$ cat src/rtl/msi_snoop_ctrl.sv
// rtl/msi_snoop_ctrl.sv - MSI coherence state controller for one private cache
//
// Tracks a 2-bit MSI state per line, applies remote bus snoops every cycle and
// turns local CPU accesses into readMiss / invalidate / writeMiss bus requests.
// Signals write-backs but does not move data.
//
// Ports:
//   clock, resetn                 rising-edge clock, asynchronous active-low reset
//   cpu_valid/write/idx, ready    CPU access handshake (sampled when cpu_ready=1)
//   cpu_done                      one-cycle pulse, access complete
//   bus_req_valid/op/idx, ready   local bus request handshake
//   snoop_valid/op/idx            remote bus event, applied every cycle
//   wb_valid, wb_idx              one-cycle write-back pulse and its line
//   state_vec                     line i state at [2i+1:2i]

module msi_snoop_ctrl #(
    parameter int NUM_LINES = 4,
    parameter int IDX_W     = $clog2(NUM_LINES)
) (
    input  logic                   clock,
    input  logic                   resetn,
    input  logic                   cpu_valid,
    input  logic                   cpu_write,
    input  logic [IDX_W-1:0]       cpu_idx,
    output logic                   cpu_ready,
    output logic                   cpu_done,
    output logic                   bus_req_valid,
    output logic [1:0]             bus_req_op,
    output logic [IDX_W-1:0]       bus_req_idx,
    input  logic                   bus_req_ready,
    input  logic                   snoop_valid,
    input  logic [1:0]             snoop_op,
    input  logic [IDX_W-1:0]       snoop_idx,
    output logic                   wb_valid,
    output logic [IDX_W-1:0]       wb_idx,
    output logic [2*NUM_LINES-1:0] state_vec
);

    localparam logic [1:0] ST_I = 2'b00;
    localparam logic [1:0] ST_E = 2'b01;
    localparam logic [1:0] ST_S = 2'b10;

    localparam logic [1:0] OP_RM  = 2'b00;
    localparam logic [1:0] OP_INV = 2'b01;
    localparam logic [1:0] OP_WM  = 2'b10;

    typedef enum logic [1:0] {
        FSM_IDLE = 2'b00,
        FSM_REQ  = 2'b01,
        FSM_DONE = 2'b10
    } fsm_t;

    fsm_t       fsm_q, fsm_d;
    logic [1:0] line_q   [NUM_LINES];
    logic [1:0] line_snp [NUM_LINES];
    logic [1:0] line_d   [NUM_LINES];
    logic       req_write;
    logic       wb_d;
    logic [1:0] cpu_line;
    logic       accept_miss;
    logic [1:0] miss_op;
    logic       grant;
    logic       pend_killed;

    // The unused encoding 2'b11 reads as invalid.
    function automatic logic [1:0] norm(input logic [1:0] s);
        return (s == 2'b11) ? ST_I : s;
    endfunction

    // Snoop effect on every line, plus the post-snoop state of the CPU line.
    always_comb begin
        logic [1:0] cur;
        cur      = ST_I;
        wb_d     = 1'b0;
        cpu_line = ST_I;
        for (int i = 0; i < NUM_LINES; i++) begin
            cur         = norm(line_q[i]);
            line_snp[i] = cur;
            if (snoop_valid && snoop_idx == IDX_W'(i)) begin
                case (cur)
                    ST_E: begin
                        case (snoop_op)
                            OP_RM:  begin line_snp[i] = ST_S; wb_d = 1'b1; end
                            OP_WM:  begin line_snp[i] = ST_I; wb_d = 1'b1; end
                            OP_INV: line_snp[i] = ST_I;
                            default: ;
                        endcase
                    end
                    ST_S: begin
                        if (snoop_op == OP_WM || snoop_op == OP_INV)
                            line_snp[i] = ST_I;
                    end
                    default: ;
                endcase
            end
            // Decide hit/miss on the state the line will hold after this
            // edge, so a same-cycle snoop cannot leave a stale hit behind.
            if (cpu_idx == IDX_W'(i))
                cpu_line = line_snp[i];
        end
    end

    // A pending line is never exclusive, so only a shared->invalid snoop
    // matters; an invalidate request must then be upgraded to writeMiss.
    assign pend_killed = (fsm_q == FSM_REQ) && snoop_valid && (snoop_idx == bus_req_idx)
                         && (snoop_op == OP_WM || snoop_op == OP_INV);

    always_comb begin
        fsm_d         = fsm_q;
        cpu_ready     = 1'b0;
        cpu_done      = 1'b0;
        bus_req_valid = 1'b0;
        accept_miss   = 1'b0;
        miss_op       = OP_RM;
        grant         = 1'b0;
        case (fsm_q)
            FSM_IDLE: begin
                cpu_ready = 1'b1;
                if (cpu_valid) begin
                    if ((!cpu_write && cpu_line != ST_I) || (cpu_write && cpu_line == ST_E)) begin
                        fsm_d = FSM_DONE;
                    end else begin
                        fsm_d       = FSM_REQ;
                        accept_miss = 1'b1;
                        if (!cpu_write)
                            miss_op = OP_RM;
                        else if (cpu_line == ST_S)
                            miss_op = OP_INV;
                        else
                            miss_op = OP_WM;
                    end
                end
            end
            FSM_REQ: begin
                bus_req_valid = 1'b1;
                if (bus_req_ready) begin
                    grant = 1'b1;
                    fsm_d = FSM_DONE;
                end
            end
            FSM_DONE: begin
                cpu_done = 1'b1;
                fsm_d    = FSM_IDLE;
            end
            default: fsm_d = FSM_IDLE;
        endcase
    end

    // Grant target state overrides any same-edge snoop on the pending line.
    always_comb begin
        for (int i = 0; i < NUM_LINES; i++) begin
            line_d[i] = line_snp[i];
            if (grant && bus_req_idx == IDX_W'(i))
                line_d[i] = req_write ? ST_E : ST_S;
        end
    end

    always_ff @(posedge clock or negedge resetn) begin
        if (!resetn) begin
            fsm_q       <= FSM_IDLE;
            req_write   <= 1'b0;
            bus_req_op  <= OP_RM;
            bus_req_idx <= '0;
            wb_valid    <= 1'b0;
            wb_idx      <= '0;
            for (int i = 0; i < NUM_LINES; i++)
                line_q[i] <= ST_I;
        end else begin
            fsm_q    <= fsm_d;
            wb_valid <= wb_d;
            if (wb_d)
                wb_idx <= snoop_idx;
            for (int i = 0; i < NUM_LINES; i++)
                line_q[i] <= line_d[i];
            if (accept_miss) begin
                req_write   <= cpu_write;
                bus_req_idx <= cpu_idx;
                bus_req_op  <= miss_op;
            end else if (!grant && pend_killed && bus_req_op == OP_INV) begin
                bus_req_op <= OP_WM;
            end
        end
    end

    always_comb begin
        state_vec = '0;
        for (int i = 0; i < NUM_LINES; i++)
            state_vec[2*i +: 2] = line_q[i];
    end

endmodule

$ cat config.mk
export PLATFORM = sky130hd
export DESIGN_NAME = msi_snoop_ctrl
export DESIGN_NICKNAME = d
export VERILOG_FILES = /design/src/rtl/msi_snoop_ctrl.sv
export SDC_FILE = /design/constraint.sdc
export NUM_CORES = 1
export LEC_CHECK = 0
export ABC_CLOCK_PERIOD_IN_PS = 7400
export CORE_MARGIN = 1
export CORE_UTILIZATION = 54
export DETAILED_ROUTE_END_ITERATION = 10
export PLACE_DENSITY = 0.91
export RECOVER_POWER = 50
export SYNTH_ARGS = -nofsm -noshare
export SYNTH_HDL_FRONTEND = slang
export SYNTH_SLANG_ARGS = --single-unit
$ cat constraint.sdc
create_clock -name clock -period 7.4 [get_ports clock]
set_input_delay 2.22 -clock clock [delete_from_list [all_inputs] [get_ports clock]]
set_output_delay 2.22 -clock clock [all_outputs]
set_load 0.005 [all_outputs]
# After elaboration in Yosys (flattened, before gate mapping)
# Index checks and enable logic that the tools add are counted.
# word_totals
register_bits,18
in_bits,12
out_inout_bits,18
wordCells,130
# classes
eq_ne,31
mux,60
reduce_logical,29
# ops
op,n
$mux W2,31
$pmux W2 S2,9
$eq A2 B2 Y1 const B,17
$eq A2 B1 Y1 const B,11
$mux W1,20
$logic_and A1 B1 Y1,15
$logic_not A2 Y1,5
$ne A2 B2 Y1 const B,2
$reduce_bool A2 Y1,2
$reduce_or A2 Y1,2
$eq A2 B2 Y1,1
$logic_not A1 Y1,2
$logic_or A1 B1 Y1,2
$reduce_and A2 Y1,1

# Longest topological paths before layout
# depth
ltp_word,16
mapped_depth,8
ltp_nobuf,8

# Least setup slack after synthesis
# No wires, ideal clock.
# synth_path
kind,input to register
start,input port snoop_op[0]
end,register bus_req_idx[0]
setup_ns,0.128
t_arrival_ns,4.018
required_ns,7.272
setup_slack_ns,3.255
stages,7
path_buffers,0
path_cell_list,ha_1 nor2b_1 and3_4 a2111oi_2 nor4_4 mux2i_1 mux2_1
# synth_via
elab_chain_len,15
elab_cells_between_ends,33
classes_between,3 x eq/ne; 23 x mux; 7 x reduce/logical
# synth_lines
item,line,source
"start, declared",32,"input logic [1:0] snoop_op,"
$eq A2 B2 Y1 or $eq A2 B1 Y1 (tied branches),"82, 90",
$reduce_or A2 Y1 (no line) or $logic_or A1 B1 Y1 (tied branches),--,
$pmux W2 S2 or $mux W2 (tied branches),"82, 90",
$pmux W2 S2,80,case (cur)
$mux W2,79,if (snoop_valid && snoop_idx == IDX_W'(i)) begin
$mux W2 (3 in a row),98,if (cpu_idx == IDX_W'(i))
$mux W2 (*),98,
$eq A2 B1 Y1 or $reduce_bool A2 Y1 (tied branches),120,if ((!cpu_write && cpu_line != ST_I) || (cpu_write && cpu_line == ST_E)) begin
$logic_and A1 B1 Y1,120,
$logic_or A1 B1 Y1 (*),120,
$mux W1 (*),120,
$mux W1 (*),119,if (cpu_valid) begin
$mux W1 (*),116,case (fsm_q)
"end signal, assigned",177,bus_req_idx <= cpu_idx;
"end, declared",29,"output logic [IDX_W-1:0] bus_req_idx,"
# Every way passes the cells marked *; elsewhere a longest branch is shown, timed or not.
# A chain may end at the register's enable or synchronous reset.

# Final worst setup path
# layout_path
start,input port snoop_op[1]
end,register bus_req_idx[1]
# Same word-level chain as after synthesis.

==> flow_summary.toml <==
[min_path]
timing.hold.worst.class = "reg -> reg"

[placement]
gp_congestion = 0.919
port-buffer-count = 29
post-dp-hpwl_um = 2740

[run]
drv_cap = 0

[power]
p_seq_frac = 0.340
power.internal_w = 0.000321
power.density_nw_per_um2 = 294
power_leakage_nw = 0.814
combPwrFrac = 0.540
p_sw_frac = 0.390
power_switching_w = 0.000205
clockPowerShare = 0.120
vdd_ir_drop_max_mv = 0.230

[synth]
syn_inst = 151
ys_ff_latch = 18
synth_xor_area_frac = 0.0184
synth_ff_type = "dfrtp_1"
synth-edff-count = 0
synth_top_family_by_area = "simple AND/OR/NAND/NOR gates"
synth_area_leaders = "dfrtp_1 32%, ha_1 13%, nand2_1 5.3%"
synthMuxAreaShare = 0.0622
yosys.area.top_type = "dfrtp_1"
synth_area_sq_um = 1430
ys_async_sr_fraction = 1.00
synth.avg_cell_area_sq_um = 9.45
synth-compound-area-share = 0.181
synthAdderAreaFrac = 0.131
ys_seq_area_frac = 0.316
synth_top_area_frac = 0.316
yosysUniqueCellTypes = 45
ys_warn_count = 0
synth-simple-area-share = 0.249
syn_nets = 178

[global_routing]
grt_pass1_wl_um = 5810
use_met3 = 0.0431
met2_usage = 0.515
grt_pass1_vias = 1301
grt_start_max_net_pins = 19
grt_remaining_overflow = 0
grtUsageTotal = 0.284
grt_use_met1 = 0.332
gr-max-usage-layer = "met2"
antenna_found_initial = 0

[clock_network]
cts_tree = "yes"
cts-resized-gates = 0
cts-htree-levels = 1
holdBufCountCts = 0
post_cts_buffers = 0
clock_sinks = 18
root_buffer = "clkbuf_4"
clkSlewWorstSetupHoldPaths_ns = 0.11
clock_latency_ns = 0.30
clock_path_buffers = 2
cts_made_buffers = 3

[layout]
regArea_sq_um = 450
final_cell_mix = "20 x nand2_1, 19 x clkdlybuf4s50_1, 18 x dfrtp_1"
multiInputGateArea_sq_um = 917
fill_cells = 196
drive_above_1_share = 0.0870
fin_util = 0.723
final_net_count = 212
final_common_cell = "nand2_1"
diodes = 0
syn_to_final_growth_pct = 25.5

[sta]
fmax_mhz = 212
whs_ns = 0.494
min_period_over_period = 0.636
hold_viol = 0
min_period_ns = 4.71
slew_violations = 0
rsz0062_at_grt = "no"
tns_ns = 0
setup_viol = 0
skew_ns = 0.00381
tightest_slew_ns = 0.859
maxSlewHeadroom = 0.426

[route]
avgViaCountPerCell = 6.09
num_vias = 1304
ant_nets = 0
drt-initial-drc-count = 27
routedWlPerCell_um = 16.6
drc_errors = 0
wirelength_um = 3560
drt_pass1_iterations = 4

[critical_path]
path_class = "in -> reg"
cp_cell_sequence = "dlygate4sd3_1 -> ha_1 -> nor2b_1 -> and3_1 -> a2111oi_2 -> nor4_4 -> mux2i_1 -> mux2_1"
required_ns = 7.59
arrival_ns = 4.90
startpoint_type = "input port"
cp_slowest_cell = "dlygate4sd3_1"
slowest_delay_ns = 0.59
crit_path_max_fanout = 9
end_kind = "flip-flop"

[floorplan]
start_util = 0.576
core_area_sq_um = 2480
die_x_um = 53.4
num_rows = 18
dieArea_sq_um = 2850
die_h_um = 53.4
pin_count = 30

[run_status]
status = "complete, no violations"
path summary, 6_finish.rpt:
| check | start | end | slack [ns] | depth (start not counted) |
|---|---|---|---|---|
| setup / recovery | snoop_op[1] | bus_req_idx[1]$_DFFE_PN0P_ | 2.69 | 8 |
| hold / removal | wb_idx[1]$_DFFE_PN0P_ | wb_idx[1]$_DFFE_PN0P_ | 0.49 | 2 |
| setup reg to reg | state_vec[0]$_DFF_PN0_ | bus_req_idx[1]$_DFFE_PN0P_ | 4.70 | 8 |
| hold reg to reg | wb_idx[1]$_DFFE_PN0P_ | wb_idx[1]$_DFFE_PN0P_ | 0.49 | 2 |
| max in group asynchronous | resetn | fsm_q[0]$_DFFE_PN0P_ | 4.41 | 1 |
| min in group asynchronous | resetn | wb_idx[1]$_DFFE_PN0P_ | 2.46 | 1 |
routing by layer:
layer,vias to the layer above,part of all wire,wire [um]
li1,606,-,-
met1,637,0.43,1540
met2,56,0.51,1810
met3,5,0.046,165
met4,0,0.010,36
met5,-,0,0
area by class of cell:
| class | count | share of cell area |
|---|---|---|
| inverters | 16 | 0.0335 |
| multi-input cells | 117 | 0.512 |
| repair buffers | 29 | 0.162 |
| flip-flops and latches | 18 | 0.251 |
| clock buffers | 4 | 0.0203 |
| well taps | 30 | 0.0209 |
through the flow:
step	std cells	power (W)	cell area (sq um)	worst slack, ns
2_1_floorplan	151	0.000331	1430	3.25
3_3_place_gp	210	0.000453	1760	2.62
3_5_place_dp	210	0.000467	1760	2.54
4_1_cts	214	0.000533	1790	2.85
5_1_grt	214	0.000566	1790	2.57
6_report	214	0.000526	1790	2.69
power groups by stage:
stage,registers (W),logic (W),clock network (W)
floorplan,0.000175,0.000156,0
global placement,0.000177,0.000276,0
detailed placement,0.000180,0.000287,0
CTS,0.000178,0.000290,0.0000651
global route,0.000184,0.000311,0.0000711
finish,0.000179,0.000284,0.0000632
synth_stat cells (3+ instances only):
| master | count |
|---|---|
| a2111oi_2 | 3 |
| a211oi_1 | 3 |
| a21oi_1 | 5 |
| and3_1 | 6 |
| dfrtp_1 | 18 |
| ha_1 | 15 |
| inv_1 | 16 |
| mux2i_1 | 4 |
| nand2_1 | 20 |
| nand2b_1 | 5 |
| nor2_1 | 6 |
| nor2b_1 | 5 |
| o21ai_0 | 5 |
critical path: cells and delay by family:
| kind | cells | cell delay, ns |
|---|---|---|
| adder cells (fa/ha/maj) | 1 | 0.31 |
| AND/OR/NAND/NOR | 3 | 0.99 |
| buffers and inverters | 1 | 0.59 |
| AO/OA/AOI/OAI | 1 | 0.07 |
| multiplexers | 2 | 0.71 |
flip-flops by register name, summed over array words and instances, names as in the netlist:
name         cells
req_write        1
bus_req_op       2
fsm_q            2
bus_req_idx      2
wb_idx           2
wb_valid         1
state_vec        8
cell families after synthesis:
group / after synthesis
AND/OR/NAND/NOR: 59
XOR/XNOR: 3
adder cells (fa/ha/maj): 15
AO/OA/AOI/OAI: 33
multiplexers: 7
buffers and inverters: 16
flip-flops: 18
Power figures use the tool's default switching activity.
